$ cat src/rtl/matrix_frame_tx_pkg.sv
// Shared types and defaults for the LED-matrix frame transmitter.
package matrix_pkg;

  localparam int WORD_W      = 16;
  localparam int FRAME_WORDS = 256;
  localparam int MEM_LAT     = 2;
  localparam int CLK_DIV     = 4;
  localparam int LATCH_CYC   = 2;

  typedef enum logic [2:0] {
    ST_IDLE,
    ST_WAIT,
    ST_LOAD,
    ST_SHIFT,
    ST_LATCH,
    ST_NEXT,
    ST_DONE
  } state_e;

  // Bits needed to hold 0..n-1; never narrower than one bit.
  function automatic int cnt_w(input int n);
    return (n <= 1) ? 1 : $clog2(n);
  endfunction

endpackage

$ cat src/rtl/matrix_frame_tx_ser_shifter.sv
// MSB-first serialiser: ser_clk half-period of DIV cycles, bit_done on the falling edge after the last rise.
module ser_shifter
  import matrix_pkg::*;
#(
  parameter int W   = 16,
  parameter int DIV = 4
) (
  input  logic         clk,
  input  logic         rst,
  input  logic         load,
  input  logic         shift_en,
  input  logic [W-1:0] data,
  output logic         ser_clk,
  output logic         ser_data,
  output logic         bit_done
);

  localparam int DW = cnt_w(DIV);
  localparam int BW = cnt_w(W);
  localparam logic [DW-1:0] DIV_TC = DW'(DIV - 1);
  localparam logic [BW-1:0] BIT_TC = BW'(W - 1);

  logic [W-1:0]  shreg_q, shreg_d;
  logic [DW-1:0] div_cnt_q, div_cnt_d;
  logic [BW-1:0] bit_cnt_q, bit_cnt_d;
  logic          ser_clk_q, ser_clk_d;
  logic          tick;

  always_ff @(posedge clk or posedge rst) begin
    if (rst) begin
      shreg_q   <= '0;
      div_cnt_q <= '0;
      bit_cnt_q <= '0;
      ser_clk_q <= 1'b0;
    end else begin
      shreg_q   <= shreg_d;
      div_cnt_q <= div_cnt_d;
      bit_cnt_q <= bit_cnt_d;
      ser_clk_q <= ser_clk_d;
    end
  end

  always_comb begin
    shreg_d   = shreg_q;
    div_cnt_d = div_cnt_q;
    bit_cnt_d = bit_cnt_q;
    ser_clk_d = ser_clk_q;
    tick      = shift_en && (div_cnt_q == '0);
    bit_done  = tick && ser_clk_q && (bit_cnt_q == '0);
    if (load) begin
      shreg_d   = data;
      div_cnt_d = DIV_TC;
      bit_cnt_d = BIT_TC;
      ser_clk_d = 1'b0;
    end else if (shift_en) begin
      if (tick) begin
        div_cnt_d = DIV_TC;
        ser_clk_d = ~ser_clk_q;
        // falling edge: the driver has taken the current bit, expose the next one
        if (ser_clk_q) begin
          shreg_d = shreg_q << 1;
          if (bit_cnt_q != '0) bit_cnt_d = bit_cnt_q - BW'(1);
        end
      end else begin
        div_cnt_d = div_cnt_q - DW'(1);
      end
    end
  end

  assign ser_clk  = ser_clk_q;
  assign ser_data = shreg_q[W-1];

endmodule

$ cat src/rtl/matrix_frame_tx.sv
// Frame sequencer: requests each matrix word, waits for the memory, serialises it and latches it.
module matrix_frame_tx #(
  parameter int WORD_W      = matrix_pkg::WORD_W,
  parameter int FRAME_WORDS = matrix_pkg::FRAME_WORDS,
  parameter int MEM_LAT     = matrix_pkg::MEM_LAT,
  parameter int CLK_DIV     = matrix_pkg::CLK_DIV,
  parameter int LATCH_CYC   = matrix_pkg::LATCH_CYC
) (
  input  logic                                       clk,
  input  logic                                       reset,
  input  logic                                       start,
  input  logic [WORD_W-1:0]                          mem_data,
  output logic                                       word_req,
  output logic                                       ser_data,
  output logic                                       ser_clk,
  output logic                                       ser_latch,
  output logic                                       busy,
  output logic                                       frame_done,
  output logic [matrix_pkg::cnt_w(FRAME_WORDS)-1:0]  word_idx
);

  import matrix_pkg::*;

  localparam int IW = cnt_w(FRAME_WORDS);
  localparam int LW = cnt_w(MEM_LAT);
  localparam int CW = cnt_w(LATCH_CYC);
  localparam logic [IW-1:0] LAST_IDX = IW'(FRAME_WORDS - 1);
  localparam logic [LW-1:0] LAT_TC   = LW'(MEM_LAT - 1);
  localparam logic [CW-1:0] LCH_TC   = CW'(LATCH_CYC - 1);

  state_e        state_q, state_d;
  logic [IW-1:0] word_idx_q, word_idx_d;
  logic [LW-1:0] lat_cnt_q, lat_cnt_d;
  logic [CW-1:0] lch_cnt_q, lch_cnt_d;
  logic          sh_load, sh_en, bit_done;

  always_ff @(posedge clk or posedge reset) begin
    if (reset) begin
      state_q    <= ST_IDLE;
      word_idx_q <= '0;
      lat_cnt_q  <= '0;
      lch_cnt_q  <= '0;
    end else begin
      state_q    <= state_d;
      word_idx_q <= word_idx_d;
      lat_cnt_q  <= lat_cnt_d;
      lch_cnt_q  <= lch_cnt_d;
    end
  end

  // Counters load terminal-1 so WAIT lasts MEM_LAT cycles and LATCH lasts LATCH_CYC cycles.
  always_comb begin
    state_d    = state_q;
    word_idx_d = word_idx_q;
    lat_cnt_d  = lat_cnt_q;
    lch_cnt_d  = lch_cnt_q;
    sh_load    = 1'b0;
    sh_en      = 1'b0;
    unique case (state_q)
      ST_IDLE: begin
        if (start) begin
          word_idx_d = '0;
          lat_cnt_d  = LAT_TC;
          state_d    = ST_WAIT;
        end
      end
      ST_WAIT: begin
        if (lat_cnt_q == '0) state_d = ST_LOAD;
        else                 lat_cnt_d = lat_cnt_q - LW'(1);
      end
      ST_LOAD: begin
        sh_load = 1'b1;
        state_d = ST_SHIFT;
      end
      ST_SHIFT: begin
        sh_en = 1'b1;
        if (bit_done) begin
          lch_cnt_d = LCH_TC;
          state_d   = ST_LATCH;
        end
      end
      ST_LATCH: begin
        if (lch_cnt_q != '0)            lch_cnt_d = lch_cnt_q - CW'(1);
        else if (word_idx_q == LAST_IDX) state_d = ST_DONE;
        else                            state_d = ST_NEXT;
      end
      ST_NEXT: begin
        word_idx_d = word_idx_q + IW'(1);
        lat_cnt_d  = LAT_TC;
        state_d    = ST_WAIT;
      end
      ST_DONE: state_d = ST_IDLE;
      default: state_d = ST_IDLE;
    endcase
  end

  ser_shifter #(
    .W   (WORD_W),
    .DIV (CLK_DIV)
  ) u_shifter (
    .clk      (clk),
    .rst      (reset),
    .load     (sh_load),
    .shift_en (sh_en),
    .data     (mem_data),
    .ser_clk  (ser_clk),
    .ser_data (ser_data),
    .bit_done (bit_done)
  );

  assign word_req   = (state_q == ST_NEXT);
  assign ser_latch  = (state_q == ST_LATCH);
  assign busy       = (state_q != ST_IDLE);
  assign frame_done = (state_q == ST_DONE);
  assign word_idx   = word_idx_q;

endmodule

$ cat config.mk
export PLATFORM = sky130hd
export DESIGN_NAME = matrix_frame_tx
export DESIGN_NICKNAME = d
export VERILOG_FILES = /design/src/rtl/matrix_frame_tx_pkg.sv /design/src/rtl/matrix_frame_tx_ser_shifter.sv /design/src/rtl/matrix_frame_tx.sv
export SDC_FILE = /design/constraint.sdc
export NUM_CORES = 1
export LEC_CHECK = 0
export ABC_AREA = 1
export CAP_MARGIN = 0
export CORE_MARGIN = 8
export CORE_UTILIZATION = 55
export DETAILED_ROUTE_END_ITERATION = 12
export DONT_BUFFER_PORTS = 1
export GPL_TIMING_DRIVEN = 0
export PLACE_DENSITY_LB_ADDON = 0.12
export SETUP_SLACK_MARGIN = 0.02
export SLEW_MARGIN = 20
export SYNTH_ARGS = -nofsm -noshare
export SYNTH_HDL_FRONTEND = slang
export SYNTH_SLANG_ARGS = --single-unit
export TNS_END_PERCENT = 1
$ cat constraint.sdc
create_clock -name clk -period 3.24 [get_ports clk]
set_input_delay 0 -clock clk [delete_from_list [all_inputs] [get_ports clk]]
set_output_delay 0 -clock clk [all_outputs]
set_load 0.005 [all_outputs]
# --- After elaboration in Yosys (flattened, before gate mapping) ---
# Cells that the tools add are included.
totals:
  regBits: 36
  inputBits: 19
  elab_cells: 78
op_classes:
  addsub: 5
  bitwise: 1
  muxes: 31
  eq_ne: 11
  reduce_logical: 22
ops:
  columns: ["cell", "n"]
  rows:
  - ["16-bit two-way mux", 4]
  - ["4-bit two-way mux", 5]
  - ["3-bit one-hot mux with 6 select lines", 1]
  - ["8-bit one-hot mux with 2 select lines", 1]
  - ["3-bit two-way mux", 4]
  - ["2-bit nonzero test", 6]
  - ["3-bit equality test (second input constant)", 3]
  - ["1-bit two-way mux", 9]
  - ["8-bit by 1-bit adder with 8-bit output (second input constant)", 1]
  - ["8-bit equality test (second input constant)", 1]
  - ["2-bit two-way mux", 4]
  - ["8-bit two-way mux", 1]
  - ["2-bit inequality test (second input constant)", 4]
  - ["2-bit AND reduction", 4]
  - ["4-bit AND reduction", 2]
  - ["3-bit by 2-bit equality test with 1-bit output (second input constant)", 2]
  - ["3-bit nonzero test", 2]
  - ["4-bit zero test", 1]
  - ["4-bit nonzero test", 1]
  - ["4-bit by 1-bit subtractor with 4-bit output (second input constant)", 1]
  - ["3-bit by 1-bit equality test with 1-bit output (second input constant)", 1]
  - ["1-bit logical AND", 3]
  - ["3-bit zero test", 1]
  - ["1-bit one-hot mux with 3 select lines", 1]
  - ["other kinds (6)", 7]

# --- Logic depth before layout (Yosys ltp) ---
# Gate-level depths: netlist (run 1).
logic_depth:
  depth_word: 7
  depth_mapped: 10
  ltp_nobuf: 10

# --- Modules after synthesis ---
# Synthesis (run 1) repeated with hierarchy kept, for this count alone.
hier_totals:
  cells_unflattened: 266
  area_unflattened_um2: 1979.4
by_module_without_submodules:
  columns: ["mod", "seq_area_each_um2", "cells_each", "area_per_inst_um2", "n_inst"]
  rows:
  - ["ser_shifter", 575.6, 152, 1181.1, 1]
  - ["matrix_frame_tx", 325.3, 114, 798.3, 1]

# --- Worst setup path before layout (run 1) ---
# No wires, ideal clock.
synth_timing:
  path_kind: "register to register"
  startpoint: "register state_q[0]"
  endpoint: "register lat_cnt_q"
  required_ns: 3.120
  path_slack_ns: 1.958
  arrival_time_ns: 1.162
  stages_incl_launch_ff: 5
  path_cell_list: "dfrtp_1 buf_4 nor2_1 nand3_1 a31o_2"
synth_via:
  elab_chain_cells: 3
  word_cells_on_any_way: 7
synth_lines:
  columns: ["element", "line", "text"]
  rows:
  - ["from (decl)", "matrix_frame_tx.sv:31", "state_e state_q, state_d;"]
  - ["from (signal assigned)", "matrix_frame_tx.sv:44", "state_q <= state_d;"]
  - ["3-bit equality test, or another cell as far along", "matrix_frame_tx.sv:59", "unique case (state_q)"]
  - ["3-bit nonzero test (no source line) / 2-bit inequality test (equally long branches)", null, null]
  - ["2-bit AND reduction (no source line)", null, null]
  - ["to (signal assigned)", "matrix_frame_tx.sv:46", "lat_cnt_q <= lat_cnt_d;"]
  - ["to (decl)", "matrix_frame_tx.sv:33", "logic [LW-1:0] lat_cnt_q, lat_cnt_d;"]
# Several ways; a longest one is shown, not always the timed one.
# A chain may end at the register's enable or synchronous reset.

# --- Worst setup path after layout (run 1) ---
# Ends and elaborated chain as after synthesis.

==> qor.yml, run 1 <==
die:
  die_height_um: 76.0
  initial_core_util: 0.583
  floorplan.die_area_um2: 5770
  die_x_um: 76.0
  num_rows: 21
  io_pins: 33
  core_area_um2: 3390
timing:
  worst_slack_ns: 1.75
  period_minus_slack_ns: 1.49
  slew_headroom: 0.761
  fin_setup_tns_ns: 0
  drv_slew: 0
  fmaxAchievable_mhz: 669
  fin_worst_skew_ns: 0.0127
  finalSetupViolCount: 0
  final_min_period_over_clock_period: 0.461
  final-hold-violation-count: 0
  grt_setup_unrepaired: "false"
  tightest_slew_ns: 0.357
clocking:
  htreeDepth: 2
  clk_root_buffer_cell: "clkbuf_4"
  clk_pin_slew_worst_paths_ns: 0.11
  clkLatencyLatePin_ns: 0.35
  cts_resized: 0
  cts_tree: "yes"
  clock_path_buffers: 2
  post_cts_hold_buffer_count: 18
  cts_buffers: 5
  post-cts-setup-buffer-count: 0
  cts_num_sinks: 36
global_routing:
  grt_antenna_before_repair: 0
  grt_max_degree: 26
  vias_in_the_first_global_route: 1719
  grt_pass1_wl_um: 7690
  grt_usage: 0.157
  global_route.overflow_total: 0
power_and_ir_drop:
  intPower_uw: 583
  net-switching-power_uw: 174
  total_leakage_power_nw: 1.22
  power_frac_clock: 0.335
  combinationalPowerShare: 0.056
  powerDensity_nw_per_um2: 329
  max-vdd-ir-drop_uv: 267
  switching_share: 0.230
  proportion_of_power_drawn_by_flip_flops_and_latches: 0.609
logic_synthesis:
  netlist-cell-type-count: 25
  synth-seq-area-share: 0.456
  postSynthCellCount: 272
  synth_area_um2: 1980
  synth.ff_latch_count: 36
  mapped_nets: 295
  synth_area_per_cell_um2: 7.27
  synth-warning-count: 0
worst_setup_path:
  start_kind: "flop"
  timing.setup.critical_path_class: "reg -> reg"
  crit_path_end_kind: "flop"
  critPathRequiredTime_ns: 3.49
  crit_chain: "buf_4 -> nor2_1 -> nand3_1 -> a31o_2"
  worst_ep_arrival_time_ns: 1.75
  cp_slowest_stage_delay_ns: 0.37
  path_max_fanout: 8
  critical-path-slowest-cell: "dfrtp_1"
routing:
  final_antenna_violating_net_count: 0
  drt-total-wl_um: 4400
  vias: 1764
  avgViaCountPerCell: 5.11
  dr.first_iter.drc_count: 144
  detailedRoute.firstPassIterationCount: 4
  route.detailed.drc: 0
  average_routed_wire_per_standard_cell_um: 12.7
placement:
  io_buffer_count: 0
  pre_cts_ws_ns: 1.76
  detailedPlacementHpwl_um: 3030
  gp_congestion: 0.820
finish:
  fillers: 288
  layout.cells.most_common_list: "123 x nand2_1, 36 x dfrtp_1, 20 x o21ai_0"
  layout-drive-gt1-share: 0.100
  flow.area_growth_from_synthesis_pct: 16.1
  n_antenna_cell: 0
  final_nets: 321
  final_common_cell: "nand2_1"
job:
  max_cap_violations: 0
worst_hold_path:
  worst_hold_path_type: "in -> async"
run_status:
  status: "complete, no violations"
## synthesized netlist by cell type
library cell,instances,share of area
nand2_1,123,0.23
dfrtp_1,36,0.46
o21ai_0,20,0.051
inv_1,19,0.036
nand3_1,19,0.048
nor2_1,15,0.028
inv_2,5,0.0095
a21oi_1,4,0.010
ha_1,4,0.025
buf_2,3,0.0076
nor3_1,3,0.0076
buf_4,2,0.0076
buf_6,2,0.011
nand2_4,2,0.011
nand4_1,2,0.0063
nor2_2,2,0.0063
nor2_4,2,0.011
o21ai_1,2,0.0051
a21boi_0,1,0.0038
a22oi_1,1,0.0038
a31o_2,1,0.0044
nand3b_1,1,0.0038
o21ai_2,1,0.0044
o22ai_1,1,0.0032
xor2_1,1,0.0044
## routing by layer
metal / wire length [um] / part of all wire / vias up / global-route usage
li1: - / - / 911 / -
met1: 2100 / 0.48 / 811 / 0.197
met2: 2050 / 0.47 / 34 / 0.250
met3: 185 / 0.042 / 8 / 0.0472
met4: 61 / 0.014 / 0 / 0.0529
met5: 0 / 0 / - / 0
## power by group through the flow
stage	clock network [mW]	logic, mW	registers [mW]
finish	0.253	0.0425	0.460
detailed placement	0	0.0248	0.469
floorplan	0	0.0178	0.468
CTS	0.260	0.0426	0.460
global placement	0	0.0218	0.469
global route	0.278	0.0482	0.461
## kinds of logic (layout without fill, tap and decap cells)
logic type | Yosys count | count (layout) | share of synthesized area
and+or+nand+nor | 169 | 169 | 0.357
xor gates and xnor gates | 1 | 1 | 0.00443
AOI/OAI and AO/OA | 31 | 31 | 0.0855
DFF | 36 | 36 | 0.456
adders and majority gates | 4 | 4 | 0.0253
buffers and inverters | 31 | 58 | 0.0721
## worst paths after layout
| path | start | end | slack (ns) | cells past startpoint |
|---|---|---|---|---|
| max | state_q[0]$_DFFE_PP0P_ | lat_cnt_q$_DFFE_PP0P_ | 1.75 | 4 |
| max in group asynchronous | reset | u_shifter.bit_cnt_q[3]$_DFFE_PP0P_ | 2.79 | 3 |
| min | reset | u_shifter.shreg_q[3]$_DFFE_PP0P_ | 0.04 | 2 |
| min in group clk | start | word_idx[5]$_DFFE_PP0P_ | 0.08 | 3 |
| max reg2reg | state_q[0]$_DFFE_PP0P_ | lat_cnt_q$_DFFE_PP0P_ | 1.75 | 4 |
| min reg2reg | u_shifter.bit_cnt_q[1]$_DFFE_PP0P_ | u_shifter.bit_cnt_q[1]$_DFFE_PP0P_ | 0.49 | 2 |
## state kept, by name, summed over array words and instances, names as in the netlist
| register | flops |
|---|---|
| state_q | 3 |
| u_shifter.div_cnt_q | 2 |
| u_shifter.bit_cnt_q | 4 |
| lat_cnt_q | 1 |
| u_shifter.shreg_q | 16 |
| lch_cnt_q | 1 |
| word_idx | 8 |
| u_shifter.ser_clk | 1 |
## critical path: cells and delay by family (launching register included)
family / cells / cell delay [ns]
and+or+nand+nor: 2 / 0.54
DFF: 1 / 0.37
AOI/OAI and AO/OA: 1 / 0.32
buffers and inverters: 1 / 0.16
## cell type report
class                   instances  area (um^2)  share of cell area
well taps                      46         57.6              0.0251
flip-flops and latches         36          901               0.392
plain buffers                   7         52.6              0.0229
repair buffers                 19          200              0.0872
clock inverters                 2         10.0             0.00436
inverters                      24         90.1              0.0392
multi-input cells             205          933               0.407
clock buffers                   6         51.3              0.0223
## per-stage QoR
step                      hold slack [ns]  total power [mW]  utilization  cells  cell area, um^2
final                              0.0419             0.756        0.677    345             2300
after global routing               0.0425             0.788        0.677    345             2300
after CTS                          0.0362             0.763        0.677    345             2300
after detailed placement           -0.160             0.494        0.606    319             2050
after global placement              0.121             0.491        0.600    318             2030
after floorplan                     0.117             0.486            -    272             1980
Power figures use the tool's default switching activity.
==> inputs of run 2 (changes only) <==
Settings changed: ABC_AREA 1 to 0.
Clock period 3.24 ns to 1.4 ns, I/O delays scaled along.
==> run 2 against run 1 <==
  * The run now ends with negative setup slack left
  * Non-clock buffer count is 11 higher
  * Cell count is 20% lower
  * Clock-buffer cell count stayed put
  * Critical path type unchanged
==> qor.yml, run 2 <==
timing:
  slew_headroom: 0.504  # was 0.761
  fin_worst_skew_ns: 0.00861  # was 0.0127 ns
  final-hold-violation-count: 0  # unchanged
  tightest_slew_ns: 0.744  # was 0.357 ns
  final_min_period_over_clock_period: 1.04  # was 0.461
  grt_setup_unrepaired: "true"  # was false
  fmaxAchievable_mhz: 685  # was 669 MHz
  worst_slack_ns: -0.0606  # was 1.75 ns
  hold_ws_ns: 0.0581  # was 0.0419 ns
  finalSetupViolCount: 13  # was 0
  period_minus_slack_ns: 1.46  # was 1.49 ns
  drv_slew: 0  # unchanged
logic_synthesis:
  synth.top_cells.by_area: "dfrtp_1 46%, mux2i_1 9.7%, a21oi_1 9.2%"  # was dfrtp_1 46%, nand2_1 23%, o21ai_0 5.1%
  yosys.area.top_type: "dfrtp_1"  # unchanged
  synth_common_cells: "36 x a21oi_1, 36 x dfrtp_1, 19 x mux2i_1, 12 x nand2_1"  # was 123 x nand2_1, 36 x dfrtp_1, 20 x o21ai_0, 19 x inv_1, 19 x nand3_1
  postSynthCellCount: 197  # was 272
  yosys.area.top_type_share: 0.462  # was 0.456
  synth-warning-count: 0  # unchanged
  synth-main-ff-cell: "dfrtp_1"  # unchanged
  mapped_nets: 220  # was 295
  synth_enable_flop_cells: 0  # unchanged
  netlist-cell-type-count: 48  # was 25
  synth-seq-area-share: 0.462  # was 0.456
  postSynth.asyncResetShare: 1.00  # unchanged
  synth_area_per_cell_um2: 9.90  # was 7.27 um^2
  synth_area_um2: 1950  # was 1980 um^2
  synth.ff_latch_count: 36  # unchanged
clocking:
  clock_path_buffers: 2  # unchanged
  cts_num_sinks: 36  # unchanged
  clk_root_buffer_cell: "clkbuf_4"  # unchanged
  cts_tree: "yes"  # unchanged
  clk_pin_slew_worst_paths_ns: 0.11  # about the same
  cts_buffers: 5  # unchanged
  htreeDepth: 2  # unchanged
  clkLatencyLatePin_ns: 0.35  # about the same
worst_hold_path:
  worst_hold_path_type: "in -> reg"  # was in -> async
  timing.hold.worst_endpoint: "word_idx[1]$_DFFE_PP0P_"
  hold-path-cell-count: 3
  hold_path.startpoint: "start"
placement:
  gp_congestion: 0.766  # was 0.820
  post_place_cell_area_um2: 2030  # was 2050 um^2
  io_buffer_count: 0  # unchanged
  detailedPlacementHpwl_um: 3010  # was 3030 um
worst_setup_path:
  start_kind: "flop"  # unchanged
  path_max_fanout: 3  # was 8
  r2r_setup_slack_ns: -0.06  # was 1.75 ns
  critPathRequiredTime_ns: 1.63  # was 3.49 ns
  worstReg2RegEnd: "u_shifter.bit_cnt_q[0]$_DFFE_PP0P_"  # was lat_cnt_q$_DFFE_PP0P_
  rr_startpoint: "u_shifter.bit_cnt_q[0]$_DFFE_PP0P_"  # was state_q[0]$_DFFE_PP0P_
  timing.setup.critical_path_class: "reg -> reg"  # unchanged
  rr_worst_depth: 5  # was 4
  worst_ep_arrival_time_ns: 1.69  # was 1.75 ns
  crit_path_end_kind: "flop"  # unchanged
routing:
  detailedRoute.firstPassIterationCount: 5  # was 4
  dr.first_iter.drc_count: 121  # was 144
  vias: 1633  # was 1,764
  drt-total-wl_um: 4750  # was 4400 um
  avgViaCountPerCell: 5.94  # was 5.11
  average_routed_wire_per_standard_cell_um: 17.3  # was 12.7 um
  route.detailed.drc: 0  # unchanged
  final_antenna_violating_net_count: 0  # unchanged
power_and_ir_drop:
  max-vdd-ir-drop_uv: 1280  # was 267 uV
  total_leakage_power_nw: 0.984  # was 1.22 nW
  powerDensity_nw_per_um2: 1610  # was 329 nW/um^2
run_status:
  status: "complete, but fails checks"  # was complete, no violations
  failed_checks: "negative setup slack"
global_routing:
  grt_usage: 0.175  # was 0.157
  global_route.overflow_total: 0  # unchanged
  vias_in_the_first_global_route: 1594  # was 1,719
  grt_pass1_wl_um: 7590  # was 7690 um
  grt_max_degree: 37  # was 26
  grt_antenna_before_repair: 0  # unchanged
finish:
  n_antenna_cell: 0  # unchanged
  layout.cells.most_common_list: "34 x a21oi_1, 33 x dfrtp_1, 18 x dlygate4sd3_1"  # was 123 x nand2_1, 36 x dfrtp_1, 20 x o21ai_0
  multi_input_comb_area_um2: 1020  # was 933 um^2
  layout.area.seq_um2: 905  # was 901 um^2
  fin_area_um2: 2440  # was 2300 um^2
  final_nets: 251  # was 321
  fillers: 263  # was 288
  largest_register_ff_count: 16  # unchanged
  layout-drive-gt1-share: 0.249  # was 0.100
  final_common_cell: "a21oi_1"  # was nand2_1
  largest_register: "u_shifter.shreg_q"  # unchanged
  final_core_util: 0.725  # was 0.677
  flow.area_growth_from_synthesis_pct: 25.0  # was 16.1%
die:
  core_area_um2: 3360  # was 3390 um^2
  initial_core_util: 0.580  # was 0.583
  num_rows: 21  # unchanged
  die_x_um: 75.6  # was 76.0 um
  floorplan.die_area_um2: 5710  # was 5770 um^2
  io_pins: 33  # unchanged
  die_height_um: 75.6  # was 76.0 um
job:
  max_cap_violations: 0  # unchanged
[run 2: changes by cell type after synthesis, sizes merged, moves of 3 or more]
cell	delta
nand2	-112
o211ai	+3
nand2b	+3
nand3	-11
a31oi	+5
mux2i	+19
a21oi	+32
buf	+5
inv	-15
o21ai	-17
nor2	-10
[run 2: metrics by stage]
stage | setup slack (ns) | power (mW) | cells | TNS (ns)
final | -0.0606 | 3.92 | 275 | -0.336
after global routing | -0.142 | 4.18 | 275 | -1.71
after global placement | -0.116 | 2.85 | 243 | -1.46
after floorplan | -0.00946 | 2.66 | 197 | -0.00946
after CTS | -0.0528 | 3.76 | 275 | -0.216
after detailed placement | -0.198 | 2.96 | 243 | -2.32
[run 2: kinds of logic (layout without fill, tap and decap cells)]
kind of cell    count (synthesis)  after routing  synth area share
compound gates                 62             62             0.187
buf+inv                        23             55            0.0705
mux                            19             19            0.0975
fa+ha+maj                       4              4            0.0257
flops                          36             36             0.462
simple gates                   53             53             0.157
[run 2: how the worst max path moves through the flow]
| stage | depth (start not counted) | to | start |
|---|---|---|---|
| CTS | 5 | u_shifter.bit_cnt_q[0]$_DFFE_PP0P_ | u_shifter.bit_cnt_q[0]$_DFFE_PP0P_ |
| finish | 5 | u_shifter.bit_cnt_q[0]$_DFFE_PP0P_ | u_shifter.bit_cnt_q[0]$_DFFE_PP0P_ |
| global placement | 6 | u_shifter.bit_cnt_q[2]$_DFFE_PP0P_ | u_shifter.div_cnt_q[0]$_DFFE_PP0P_ |
| floorplan | 6 | u_shifter.bit_cnt_q[2]$_DFFE_PP0P_ | u_shifter.div_cnt_q[1]$_DFFE_PP0P_ |
| detailed placement | 7 | u_shifter.shreg_q[2]$_DFFE_PP0P_ | u_shifter.div_cnt_q[0]$_DFFE_PP0P_ |
| global route | 5 | u_shifter.bit_cnt_q[0]$_DFFE_PP0P_ | u_shifter.bit_cnt_q[1]$_DFFE_PP0P_ |
[run 2: critical path, stage by stage, from the launching register on]
cell and delay [ns]:
dfrtp_1 0.41, inv_2 0.08, ha_4 0.14, or3b_4 0.38
o211ai_1 0.22, mux2i_1 0.12
[run 2: routing by layer]
layer,track usage,vias up,part of all wire
met4,0.0576,0,0.016
met5,0,-,0
li1,-,777,-
met2,0.275,46,0.51
met1,0.219,802,0.42
met3,0.0592,8,0.053
[run 2: area by class of cell]
class / count / share of cell area
well taps: 46 / 0.0236
clock buffers: 6 / 0.0210
flip-flops and latches: 36 / 0.371
multi-input cells: 138 / 0.417
repair buffers: 26 / 0.0985
clock inverters: 2 / 0.00410
plain buffers: 11 / 0.0487
inverters: 10 / 0.0159
[run 2: repair_timing]
action | 4_1_cts | 5_1_grt
hold buffers | 18 | 0
endpoints found under the hold margin | 54 | 0
setup buffers | 8 | 0
resized for setup | 24 | 13
pin swaps | 8 | 3
endpoints found under the setup margin | 31 | 32
[run 2: power by group]
| group | internal [mW] | switching, mW | total (mW) |
|---|---|---|---|
| combinational | 0.797 | 0.809 | 1.61 |
| clock | 0.239 | 0.369 | 0.608 |
| sequential | 1.40 | 0.309 | 1.71 |
| total | 2.43 | 1.49 | 3.92 |
